===== config.mk =====
export PLATFORM = sky130hd
export DESIGN_NAME = cache_ctrl
export DESIGN_NICKNAME = d
export VERILOG_FILES = /design/src/rtl/cache_pkg.sv /design/src/rtl/cache_ctrl_sat_counter.sv /design/src/rtl/cache_ctrl.sv
export SDC_FILE = /design/constraint.sdc
export NUM_CORES = 1
export LEC_CHECK = 0
export CORE_MARGIN = 4
export CORE_UTILIZATION = 41
export CTS_CLUSTER_DIAMETER = 40
export DETAILED_ROUTE_END_ITERATION = 10
export PLACE_DENSITY = 0.85
export SKIP_CTS_REPAIR_TIMING = 1
export SLEW_MARGIN = 20
export SYNTH_ARGS = -nofsm -noshare
export SYNTH_HDL_FRONTEND = slang
export SYNTH_SLANG_ARGS = --single-unit

===== constraint.sdc =====
create_clock -name clk -period 6.3 [get_ports clk]
set_input_delay 1.26 -clock clk [delete_from_list [all_inputs] [get_ports clk]]
set_output_delay 1.26 -clock clk [all_outputs]
set_load 0.02 [all_outputs]

===== src/rtl/cache_pkg.sv =====
// cache_pkg: shared opcode constants, block width and the miss-sequencer
// state encoding used by the data cache and its controller.
package cache_pkg;

    // Width of one cache block (two 32-bit words), shared with cache and data memory
    localparam int BLOCK_WIDTH = 64;

    // Memory-stage opcodes that access the data cache
    localparam logic [6:0] OP_LOAD  = 7'b0000011;
    localparam logic [6:0] OP_STORE = 7'b0100011;

    // Miss-handling sequencer states
    typedef enum logic [1:0] {
        IDLE = 2'd0,
        REQ  = 2'd1,
        FILL = 2'd2
    } ctrl_state_t;

    // True when the opcode is a load or a store
    function automatic logic is_mem_op(input logic [6:0] op_i);
        return (op_i == OP_LOAD) || (op_i == OP_STORE);
    endfunction

endpackage


===== src/rtl/cache_ctrl_sat_counter.sv =====
// sat_counter: 32-bit up-counter that sticks at all-ones instead of wrapping.
// Synchronous active-high reset, increments by one when inc is high.
module sat_counter (
    input  logic        clk,
    input  logic        rst,
    input  logic        inc,
    output logic [31:0] count
);

    logic [31:0] count_q;
    logic [31:0] count_d;

    // Next count: add one unless disabled or already saturated
    always_comb begin
        count_d = count_q;
        if (inc && (count_q != 32'hFFFF_FFFF)) begin
            count_d = count_q + 32'd1;
        end else begin
            count_d = count_q;
        end
    end

    // Count register with synchronous reset
    always_ff @(posedge clk) begin
        if (rst) begin
            count_q <= 32'd0;
        end else begin
            count_q <= count_d;
        end
    end

    assign count = count_q;

endmodule


===== src/rtl/cache_ctrl.sv =====
// cache_ctrl: miss-handling sequencer for the 2-way data cache.
// Detects load/store misses, stalls the pipeline, fetches the 64-bit block
// over a req/ack handshake and pulses the cache fill enable for one cycle.
// Optional feature macro: CACHE_PERF_CNT_EN adds saturating access and miss
// counters (access_count, miss_count ports).
module cache_ctrl #(
    parameter int DATA_WIDTH  = 32,
    parameter int BLOCK_WIDTH = cache_pkg::BLOCK_WIDTH
) (
    input  logic                   clk,
    input  logic                   rst,
    input  logic [6:0]             op,
    input  logic [DATA_WIDTH-1:0]  a,
    input  logic                   hit,
    output logic                   cpu_stall,
    output logic                   refill,
    output logic [BLOCK_WIDTH-1:0] block_rd,
    output logic                   mem_req,
    output logic [DATA_WIDTH-1:0]  mem_addr,
    input  logic                   mem_ack,
    input  logic [BLOCK_WIDTH-1:0] mem_rdata
`ifdef CACHE_PERF_CNT_EN
    ,
    output logic [31:0]            access_count,
    output logic [31:0]            miss_count
`endif
);

    import cache_pkg::*;

    ctrl_state_t            state_q, state_d;
    logic [DATA_WIDTH-1:0]  a_lat_q, a_lat_d;
    logic [BLOCK_WIDTH-1:0] block_rd_q, block_rd_d;

    logic access_s;
    logic stall_s;
    logic mem_req_s;
    logic refill_s;
    logic unused_lat_bits_s;

    assign access_s = is_mem_op(op);

    // Next-state, address/block capture and per-state output decode
    always_comb begin
        state_d    = state_q;
        a_lat_d    = a_lat_q;
        block_rd_d = block_rd_q;
        stall_s    = 1'b0;
        mem_req_s  = 1'b0;
        refill_s   = 1'b0;
        case (state_q)
            IDLE: begin
                if (access_s && !hit) begin
                    stall_s = 1'b1;
                    a_lat_d = a;
                    state_d = REQ;
                end else begin
                    state_d = IDLE;
                end
            end
            REQ: begin
                mem_req_s = 1'b1;
                stall_s   = 1'b1;
                if (mem_ack) begin
                    block_rd_d = mem_rdata;
                    state_d    = FILL;
                end else begin
                    state_d = REQ;
                end
            end
            FILL: begin
                refill_s = 1'b1;
                stall_s  = 1'b1;
                state_d  = IDLE;
            end
            default: begin
                state_d = IDLE;
            end
        endcase
    end

    // State, latched address and fetched block registers
    always_ff @(posedge clk) begin
        if (rst) begin
            state_q    <= IDLE;
            a_lat_q    <= '0;
            block_rd_q <= '0;
        end else begin
            state_q    <= state_d;
            a_lat_q    <= a_lat_d;
            block_rd_q <= block_rd_d;
        end
    end

    // Stall is suppressed while reset is held so the pipeline can be flushed
    assign cpu_stall = stall_s & ~rst;
    assign mem_req   = mem_req_s;
    assign refill    = refill_s;
    assign block_rd  = block_rd_q;
    assign mem_addr  = {a_lat_q[DATA_WIDTH-1:3], 3'b000};

    // Low address bits select a word inside the block; the fetch ignores them
    assign unused_lat_bits_s = ^a_lat_q[2:0];

`ifdef CACHE_PERF_CNT_EN
    logic acc_inc_s;
    logic miss_inc_s;

    assign acc_inc_s  = (state_q == IDLE) && access_s && hit;
    assign miss_inc_s = (state_q == IDLE) && access_s && !hit;

    sat_counter u_access_cnt (
        .clk   (clk),
        .rst   (rst),
        .inc   (acc_inc_s),
        .count (access_count)
    );

    sat_counter u_miss_cnt (
        .clk   (clk),
        .rst   (rst),
        .inc   (miss_inc_s),
        .count (miss_count)
    );
`endif

endmodule

==> results by group, run 1 <==
Status
  • Status: finished clean

Yosys
  • Post-Synth Adder-Cell Area: under 10%
  • Syn avg cell area: 8.61 um^2
  • Post-synthesis simple-gate area fraction: about 25%
  • Synth unique cells: 19
  • Post-synthesis cell area: ~3700 um^2
  • Ys Warns: 0
  • Largest family of logic cells by synthesized area: simple AND/OR/NAND/NOR gates
  • Post-synthesis mux area share: 7.93%
  • Complex-gate fraction of the synthesized area: approximately 9.2%
  • Mapped Cells: around 430
  • Seq/Total Area, Yosys: about half
  • Synthesis-stage register bit count: between 90 and 100
  • Post-Synth XOR/XNOR Area: 0%

Route
  • Met2 wire len: around 5200 um
  • Drt pass-1 iters: 4
  • Top Metal Used: met4
  • Post-DRT Antenna Nets: 0
  • Vias per cell: roughly 4.8
  • DRT iter0 DRCs: 81
  • WL/cell: between 10 and 15 um
  • Drt drc: 0
  • Routed wire length on met3: ~1100 um
  • Post-Route WL: between 10000 and 15000 um
  • Vias post-DR: around 3.4k
  • M1 WL: between 3000 and 4000 um

Critical path
  • Setup CP Type: in -> out
  • Crit path capture type: primary output
  • Worst path cell trace: clkdlybuf4s50_1 -> or4b_4 -> nor4_4 -> o21a_1 -> clkdlybuf4s50_1
  • Critical path peak fanout: 2
  • Crit path required time: between 5000 and 6000 ps
  • Critical Path Max Stage Delay: between 600 and 700 ps
  • Setup crit start kind: input port
  • Critical Path AT: about 3200 ps
  • Crit-path slowest cell: clkdlybuf4s50_1
  • Most frequent CP cell: clkdlybuf4s50_1

Timing
  • Fmax: 224 MHz
  • Clock skew: ~13 ps
  • Final setup fails: 0
  • Final min period: around 4500 ps
  • Period utilization: a little over two thirds
  • Worst slew margin: a little under 30%
  • Pins Over Slew Limit: 0
  • Hold WS: ~460 ps
  • Worst-Margin Slew: 1060 ps
  • Endpoints failing hold: 0
  • TNS Setup: 0 ps
  • Worst setup slack after layout: about 1800 ps
  • RSZ-0062 raised after global routing: no

Floorplanning
  • Die area: approximately 10000 um^2
  • Die W: ~100 um
  • Starting density of the core: between 40% and 50%
  • Boundary Pins: ~210
  • Row count: 34
  • Die Span Y: about 100 um
  • Core area: a little under 9000 um^2

Global route
  • Antenna violations before repair: 0
  • Largest net degree at the start of global routing: roughly 130
  • First-pass GRT wire length: approximately 16000 um
  • Vias in the first global route: 3328
  • Global-route total usage across every layer: 18.6%
  • Total gr overflow: 0

Pwr
  • Power per standard cell area: roughly 190 nW/um^2
  • Worst IR Drop VDD: 152 uV
  • Pleak: between 1.5 and 2 nW

Layout
  • NumNets Final: approximately 710
  • Fillers: approximately 710
  • Reg area: 1900 um^2
  • Most frequent cells in the layout: 197 x clkdlybuf4s50_1, 129 x nand2_1, 95 x dfxtp_1, 64 x a21oi_1, 58 x nand2b_1
  • Most common cell after layout, fill and taps aside: clkdlybuf4s50_1
  • P&R area growth vs syn: 59.3%
  • Fraction of layout cells with a size suffix above 1: 3.46%
  • Inserted Diodes: 0
  • Multi-input gate area: around 1600 um^2

Run
  • Max cap viols: 0

Clocking
  • TritonCTS buffer count: 9
  • Clock Latency Late Sink: 340 ps
  • Clock-pin slew on the worst setup and hold paths: around 90 ps
  • H-tree depth: 3
  • Max Root-Sink Buffers: 2
  • Sink Count: 95
  • TritonCTS clock tree: done
  • CTS Root Cell: clkbuf_8

Place
  • DP Worst Slack: approximately 1800 ps
  • Port bufs: around 200
  • Placer Congestion: between 0.7 and 0.8
  • HPWL Detailed: 7580 um

Min path
  • Worst Hold Class: reg -> reg
## metal layers
layer | vias up | GRT usage (%)
li1 | 1698 | -
met3 | 16 | 7.78
met5 | - | 0
met1 | 1550 | 19.6
met4 | 0 | 6.26
met2 | 138 | 33.4
## report_power, final
group	internal (mW)	switching [mW]
combinational	0.0673	0.0294
clock	0.184	0.211
sequential	0.601	0.000774
## cell usage after synthesis (all sizes together)
| library cell | instances | share of area [%] |
|---|---|---|
| buf | 14 | 2.4 |
| nand2b | 58 | 9.9 |
| ha | 4 | 1.4 |
| conb | 1 | 0.10 |
| mux2i | 29 | 7.9 |
| o21ba | 1 | 0.27 |
| nor4 | 1 | 0.58 |
| inv | 2 | 0.21 |
| nor2b | 1 | 0.17 |
| clkbuf | 20 | 2.1 |
| and2 | 1 | 0.17 |
| a21oi | 64 | 8.8 |
| nand2 | 130 | 13 |
| nor2 | 2 | 0.21 |
| dfxtp | 95 | 52 |
| o21a | 1 | 0.21 |
| or4b | 1 | 0.38 |
## path summary, 6_finish.rpt
kind         depth (start not counted)                      start                   endpoint  slack [ps]
max                                  5                      op[4]                  cpu_stall        1840
min reg2reg                          2  block_rd[38]$_SDFFE_PP0P_  block_rd[38]$_SDFFE_PP0P_         460
min                                  2  block_rd[38]$_SDFFE_PP0P_  block_rd[38]$_SDFFE_PP0P_         460
max reg2reg                          6      state_q[0]$_SDFF_PP0_   a_lat_q[26]$_SDFFE_PP0P_        4220
## critical path, delay by kind of cell
kind,cells,cell delay [ps]
and+or+nand+nor,2,790
buffers and inverters,2,1010
AOI/OAI and AO/OA,1,140
## state kept, by name (all words and copies together) (netlist names)
name	cells
a_lat_q	29
block_rd	64
state_q	2
## logic make-up (layout without fill, tap and decap cells)
| group | Yosys count | in the layout |
|---|---|---|
| buffers and inverters | 36 | 216 |
| muxes | 29 | 29 |
| other | 1 | 3 |
| AOI/OAI and AO/OA | 66 | 66 |
| adders and majority gates | 4 | 4 |
| and+or+nand+nor | 194 | 194 |
| DFF | 95 | 95 |
## through the flow
step	instance area, um^2	std cells	util, %	power [mW]
2_1_floorplan	3670	427	-	0.644
3_3_place_gp	5630	700	64.6	0.711
3_5_place_dp	5640	700	64.6	0.713
4_1_cts	5830	715	66.8	1.11
5_1_grt	5830	715	66.8	1.14
6_report	5830	715	66.8	1.09
## area by class of cell
class                           count  area share [%]
Clock buffer                        9            2.12
Multi-Input combinational cell    296            27.5
Tap cell                          108            2.32
Clock inverter                      6            1.18
Timing Repair Buffer              199            34.1
Sequential cell                    95            32.6
Inverter                            2           0.129
No activity file was read; power rests on OpenSTA's default activity.
==> run 2: changes to the inputs <==
Settings changed: CORE_UTILIZATION 41 to 35, PLACE_DENSITY 0.85 to 0.77.
Clock period 6.3 ns to 3.9 ns, I/O delays scaled along.
==> run 2 against run 1 <==
Compared with the run above:
- total power up 65%
- critical path depth is the same
- cell area is 1.2% higher
- critical path type unchanged
- sequential share of layout area decreased by 0.38 points
- largest cell class unchanged
==> results by group, run 2 (same netlist as run 1, synthesis figures left out) <==
Clocking
  • Sink Count: 95 (unchanged)
  • TritonCTS clock tree: done (unchanged)
  • TritonCTS buffer count: 9 (unchanged)
  • H-tree depth: 3 (unchanged)
  • Clock Latency Late Sink: 360 ps (was 340 ps)
  • Clock-pin slew on the worst setup and hold paths: 90 ps (about the same)
  • CTS Root Cell: clkbuf_8 (unchanged)
  • Max Root-Sink Buffers: 2 (unchanged)

Floorplanning
  • Die W: 110 um (was 102 um)
  • Boundary Pins: 206 (unchanged)
  • Die area: 12200 um^2 (was 10500 um^2)
  • Row count: 37 (was 34)
  • Starting density of the core: 35.8% (was 42.0%)
  • Core area: 10200 um^2 (was 8720 um^2)
  • Die Span Y: 110 um (was 102 um)

Timing
  • Worst setup slack after layout: 331 ps (was 1840 ps)
  • Hold WS: 455 ps (was 456 ps)
  • Period utilization: roughly nine tenths
  • Fmax: approximately 280 MHz
  • Worst-Margin Slew: 1080 ps (was 1060 ps)
  • TNS Setup: 0 ps (unchanged)
  • Final setup fails: 0 (unchanged)
  • Pins Over Slew Limit: 0 (unchanged)
  • RSZ-0062 raised after global routing: no (unchanged)
  • Endpoints failing hold: 0 (unchanged)
  • Final min period: 3570 ps
  • Clock skew: 7.41 ps (was 13.1 ps)
  • Worst slew margin: 27.9% (was 29.1%)

Place
  • Placer Congestion: 0.737 (was 0.702)
  • Post-place instance area: 5690 um^2 (was 5640 um^2)
  • DP Worst Slack: 314 ps (was 1820 ps)
  • Cells after DPL: 731 (was 700)
  • Port bufs: 198 (unchanged)
  • HPWL Detailed: 7380 um (was 7580 um)

Global route
  • Met2 usage: 26.6% (was 33.4%)
  • Total gr overflow: 0 (unchanged)
  • Met3 usage: 8.21% (was 7.78%)
  • Global-route total usage across every layer: 16.0% (was 18.6%)
  • Met1 Use GR: 17.9% (was 19.6%)
  • Antenna violations before repair: 0 (unchanged)
  • GRT Max-Usage Layer: met2 (unchanged)
  • Largest net degree at the start of global routing: 125 (was 126)
  • First-pass GRT wire length: 15300 um (was 15600 um)
  • Vias in the first global route: 3195 (was 3328)

Min path
  • Worst Hold Class: reg -> reg (unchanged)

Route
  • Post-Route WL: 10400 um (was 10300 um)
  • DRT iter0 DRCs: 162 (was 81)
  • Drt pass-1 iters: 4 (unchanged)
  • Vias per cell: 4.49 (was 4.76)
  • Post-DRT Antenna Nets: 0 (unchanged)
  • WL/cell: 13.9 um (was 14.4 um)
  • Vias post-DR: 3353 (was 3402)
  • Drt drc: 0 (unchanged)

Layout
  • Most frequent cells in the layout: 197 x clkdlybuf4s50_1, 129 x nand2_1, 95 x dfxtp_1, 64 x a21oi_1, 58 x nand2b_1 (unchanged)
  • Max FFs per register: 64 (unchanged)
  • Multi-input gate area: 1600 um^2 (was 1610 um^2)
  • Fillers: 899 (was 709)
  • Fin cells: 747 (was 715)
  • Most common cell after layout, fill and taps aside: clkdlybuf4s50_1 (unchanged)
  • Inserted Diodes: 0 (unchanged)
  • Finished Core Util: 57.6% (was 66.8%)
  • Post-route cell area: 5900 um^2 (was 5830 um^2)
  • P&R area growth vs syn: 61.2% (was 59.3%)
  • Reg area: 1900 um^2 (unchanged)
  • NumNets Final: 717 (was 714)
  • Fraction of layout cells with a size suffix above 1: 3.93% (was 3.46%)

Critical path
  • Crit path capture type: primary output (unchanged)
  • Critical Path AT: 2790 ps (was 3200 ps)
  • Setup CP Type: in -> out (unchanged)
  • Crit path required time: 3120 ps (was 5040 ps)
  • Critical path peak fanout: 2 (unchanged)
  • Setup crit start kind: input port (unchanged)

Pwr
  • Final Total Pwr: 1.80 mW (was 1.09 mW)
  • Pleak: 1.99 nW (was 1.97 nW)
  • Worst IR Drop VDD: 200 uV (was 152 uV)
  • Power per standard cell area: 306 nW/um^2 (was 188 nW/um^2)

Run
  • Max cap viols: 0 (unchanged)

Status
  • Status: finished clean (unchanged)
[run 2: cell count changes in the layout (fill, tap and decap cells not counted), sizes merged]
cell,previous run,this run
buf,2,5
clkbuf,9,12
clkinvlp,1,0
inv,4,3
[run 2: critical path, stage by stage]
cell             delay [ps]
clkdlybuf4s50_1         410
or4b_4                  550
nor4_4                  270
o21a_1                  150
clkdlybuf4s50_1         620
[run 2: final cells by class]
type / count / area share [%]
clock buffers: 12 / 2.63
flip-flops and latches: 95 / 32.2
multi-input cells: 296 / 27.2
well taps: 136 / 2.89
inverters: 2 / 0.127
repair buffers: 202 / 34.0
clock inverters: 4 / 0.891
[run 2: metal layers]
layer | share of wire (%) | vias up | wire length, um
li1 | - | 1707 | -
met1 | 40 | 1499 | 4100
met2 | 47 | 132 | 4870
met3 | 12 | 15 | 1200
met4 | 1.7 | 0 | 181
met5 | 0 | - | 0
[run 2: final timing paths]
path,start,to,slack (ps),cells after the start
max,op[4],cpu_stall,330,5
min,block_rd[38]$_SDFFE_PP0P_,block_rd[38]$_SDFFE_PP0P_,460,2
max reg2reg,state_q[0]$_SDFF_PP0_,a_lat_q[16]$_SDFFE_PP0P_,1740,6
min reg2reg,block_rd[38]$_SDFFE_PP0P_,block_rd[38]$_SDFFE_PP0P_,460,2
[run 2: report_power, final]
part	total, mW	leakage, nW	internal (mW)	switching, mW
registers	0.973	0.765	0.971	0.00125
logic	0.157	1.12	0.109	0.0475
clock network	0.674	0.107	0.334	0.339
==> run 3: changes to the inputs <==
--- a/config.mk
+++ b/config.mk
@@ -15,3 +15,4 @@
 export SYNTH_ARGS = -nofsm -noshare
 export SYNTH_HDL_FRONTEND = slang
+export SYNTH_HIERARCHICAL = 1
 export SYNTH_SLANG_ARGS = --single-unit
==> constraint.sdc (replaced) <==
create_clock -name clk -period 3.9 [get_ports clk]
set_input_delay 0.39 -clock clk [delete_from_list [all_inputs] [get_ports clk]]
set_output_delay 0.39 -clock clk [all_outputs]
set_load 0.02 [all_outputs]
==> run 3 against run 2 <==
Compared with the run above:
- global-route usage fell by 0.11 points
- critical path depth increased by 1
- cell count fell by 0.27%
- highest routed layer unchanged
==> results by group, run 3 <==
Timing
  • Worst-Margin Slew: 1050 ps (was 1080 ps)
  • RSZ-0062 raised after global routing: no (unchanged)
  • Clock skew: 15.1 ps (was 7.41 ps)
  • TNS Setup: 0 ps (unchanged)
  • Final min period: 2830 ps (was 3570 ps)
  • Pins Over Slew Limit: 0 (unchanged)
  • Period utilization: 72.5% (was 91.5%)
  • Final setup fails: 0 (unchanged)
  • Fmax: 354 MHz (was 280 MHz)
  • Endpoints failing hold: 0 (unchanged)
  • Worst slew margin: 29.8% (was 27.9%)

Min path
  • Min-delay src: block_rd[48]$_SDFFE_PP0P_ (was block_rd[38]$_SDFFE_PP0P_)
  • Worst Hold Class: reg -> reg (unchanged)

Floorplanning
  • Starting density of the core: 35.8% (unchanged)
  • Boundary Pins: 206 (unchanged)
  • Die area: 12200 um^2 (unchanged)
  • Die W: 110 um (unchanged)
  • Row count: 37 (unchanged)
  • Core area: 10200 um^2 (unchanged)
  • Die Span Y: 110 um (unchanged)

Layout
  • P&R area growth vs syn: 59.8% (was 61.2%)
  • Most frequent cells in the layout: 197 x clkdlybuf4s50_1, 129 x nand2_1, 95 x dfxtp_1, 64 x a21oi_1, 58 x nand2b_1 (unchanged)
  • Fillers: 915 (was 899)
  • Reg area: 1900 um^2 (unchanged)
  • Post-route cell area: 5850 um^2 (was 5900 um^2)
  • Fraction of layout cells with a size suffix above 1: 3.61% (was 3.93%)
  • Inserted Diodes: 0 (unchanged)
  • Max FFs per register: 64 (unchanged)
  • Multi-input gate area: 1610 um^2 (was 1600 um^2)
  • Most common cell after layout, fill and taps aside: clkdlybuf4s50_1 (unchanged)
  • NumNets Final: 715 (was 717)

Yosys
  • Asr flop ratio synth: 0% (unchanged)
  • Number of synthesized flops with an enable pin: 0 (unchanged)
  • Main area contributors after synthesis: dfxtp_1 52%, nand2_1 13%, nand2b_1 9.9% (unchanged)
  • Post-synthesis cell area: 3660 um^2 (unchanged)
  • Count leader, synth: nand2_1 (unchanged)
  • Largest family of logic cells by synthesized area: simple AND/OR/NAND/NOR gates (unchanged)
  • Complex-gate fraction of the synthesized area: 9.23% (unchanged)
  • Post-Synth XOR/XNOR Area: 0% (unchanged)
  • Post-synthesis mux area share: 7.93% (unchanged)
  • Yosys top cell area share: 52.0% (unchanged)
  • Seq/Total Area, Yosys: 52.0% (unchanged)
  • Syn avg cell area: 8.61 um^2 (unchanged)
  • Post-synthesis simple-gate area fraction: 24.8% (unchanged)
  • Ys Warns: 6 (was 0)
  • Mapped Cells: 425 (unchanged)
  • Synth Flop Type: dfxtp_1 (unchanged)
  • Post-Synth Adder-Cell Area: 1.37% (unchanged)
  • Synth unique cells: 19 (unchanged)
  • Area leader, netlist: dfxtp_1 (unchanged)
  • Synthesis-stage register bit count: 95 (unchanged)
  • Synth cell count leaders: 130 x nand2_1, 95 x dfxtp_1, 64 x a21oi_1 (unchanged)

Route
  • Vias post-DR: 3357 (was 3353)
  • Drt pass-1 iters: 4 (unchanged)
  • DRT iter0 DRCs: 134 (was 162)
  • Post-Route WL: 10200 um (was 10400 um)
  • WL/cell: 13.7 um (was 13.9 um)
  • Post-DRT Antenna Nets: 0 (unchanged)
  • Drt drc: 0 (unchanged)
  • Vias per cell: 4.51 (was 4.49)

Global route
  • Total gr overflow: 0 (unchanged)
  • Antenna violations before repair: 0 (unchanged)
  • Global-route total usage across every layer: 15.9% (was 16.0%)
  • Largest net degree at the start of global routing: 125 (unchanged)
  • First-pass GRT wire length: 15300 um (about the same)
  • Vias in the first global route: 3241 (was 3195)

Critical path
  • Crit path buf inv count: 2 (unchanged)
  • Instance count on the critical path: 6 (was 5)
  • Reg-to-Reg End: a_lat_q[14]$_SDFFE_PP0P_ (was a_lat_q[16]$_SDFFE_PP0P_)
  • Critical Path Max Stage Delay: 620 ps (about the same)
  • Crit path capture type: primary output (unchanged)
  • Critical path peak fanout: 3 (was 2)
  • Family with the most delay on the worst path: simple AND/OR/NAND/NOR gates (was buffers and inverters)
  • Crit path capture: cpu_stall (unchanged)
  • Reg-to-reg setup timing slack: 1760 ps (was 1740 ps)
  • Reg2Reg Depth: 6 (unchanged)
  • Setup CP Type: reg -> out (was in -> out)
  • Crit-path slowest cell: clkdlybuf4s50_1 (unchanged)
  • Critical Path AT: 2440 ps (was 2790 ps)
  • R2r startpoint: state_q[0]$_SDFF_PP0_ (unchanged)
  • Crit path required time: 3510 ps (was 3120 ps)
  • Setup crit start kind: flop (was input port)
  • Worst setup startpoint: state_q[0]$_SDFF_PP0_ (was op[4])
  • Worst path cell trace: inv_1 -> ha_1 -> or4b_4 -> nor4_4 -> o21a_1 -> clkdlybuf4s50_1 (was clkdlybuf4s50_1 -> or4b_4 -> nor4_4 -> o21a_1 -> clkdlybuf4s50_1)

Pwr
  • Power per standard cell area: 293 nW/um^2 (was 306 nW/um^2)
  • Worst IR Drop VDD: 187 uV (was 200 uV)
  • Final Total Pwr: 1.71 mW (was 1.80 mW)
  • Pleak: 1.96 nW (was 1.99 nW)

Place
  • HPWL Detailed: 7270 um (was 7380 um)
  • Placer Congestion: 0.711 (was 0.737)
  • Port bufs: 198 (unchanged)
  • Post-place instance area: 5680 um^2 (was 5690 um^2)

Run
  • Max cap viols: 0 (unchanged)

Status
  • Status: finished clean (unchanged)

Clocking
  • Sink Count: 95 (unchanged)
  • TritonCTS clock tree: done (unchanged)
  • Clock-pin slew on the worst setup and hold paths: 90 ps (about the same)
  • H-tree depth: 3 (unchanged)
  • TritonCTS buffer count: 9 (unchanged)
  • CTS Root Cell: clkbuf_8 (unchanged)
  • Max Root-Sink Buffers: 2 (unchanged)
  • Clock Latency Late Sink: 350 ps (was 360 ps)
-- run 3: cell counts after synthesis --
No cell type changed its count.
-- run 3: kinds of logic (layout without fill, tap and decap cells) --
logic type | Yosys count | count (layout)
AOI/OAI and AO/OA | 66 | 66
muxes | 29 | 29
and+or+nand+nor | 194 | 194
adders and majority gates | 4 | 4
buffers and inverters | 36 | 218
other | 1 | 3
DFF | 95 | 95
-- run 3: worst register-to-register path, delay by kind of cell (launching register included) --
family        cells  cell delay [ps]
mux               1              260
fa+ha+maj         1              160
flops             1              340
simple gates      2              740
buf+inv           2              560
-- run 3: area by class of cell --
class	count	area share (%)
clock buffer	10	2.18
clock inverter	6	0.749
tap	136	2.91
sequential	95	32.5
inverter	2	0.128
timing repair buffer	200	34.1
multi-input combinational	296	27.4
-- run 3: routing by layer --
metal  GRT usage, %  up-vias  wire length [um]
met1           18.7     1503              4030
li1               -     1706                 -
met3           6.70       18              1210
met2           25.9      130              4750
met5              0        -                 0
met4           5.45        0               182
-- run 3: how the worst min path moves through the flow --
stage                     depth (start not counted)  slack (ps)                        end
final                                             2         460  block_rd[48]$_SDFFE_PP0P_
after global routing                              2         470  block_rd[46]$_SDFFE_PP0P_
after CTS                                         2         460  block_rd[35]$_SDFFE_PP0P_
after detailed placement                          2         450  block_rd[46]$_SDFFE_PP0P_
after global placement                            2         440  block_rd[38]$_SDFFE_PP0P_
after floorplan                                   2         530   block_rd[0]$_SDFFE_PP0P_
-- run 3: where the power goes --
group	internal, mW	leakage, nW	switching, mW
Combinational	0.109	1.11	0.0472
Clock	0.236	0.0870	0.347
Sequential	0.972	0.765	0.00122
Total	1.32	1.96	0.395
-- run 3: metrics by stage --
step                std cells  hold slack (ps)  setup slack, ps  utilization, %
floorplan                 427              526             1790               -
global placement          729              441             1110            55.4
detailed placement        729              446             1120            55.5
CTS                       745              458             1020            57.1
global route              745              475              955            57.2
finish                    745              456             1070            57.2
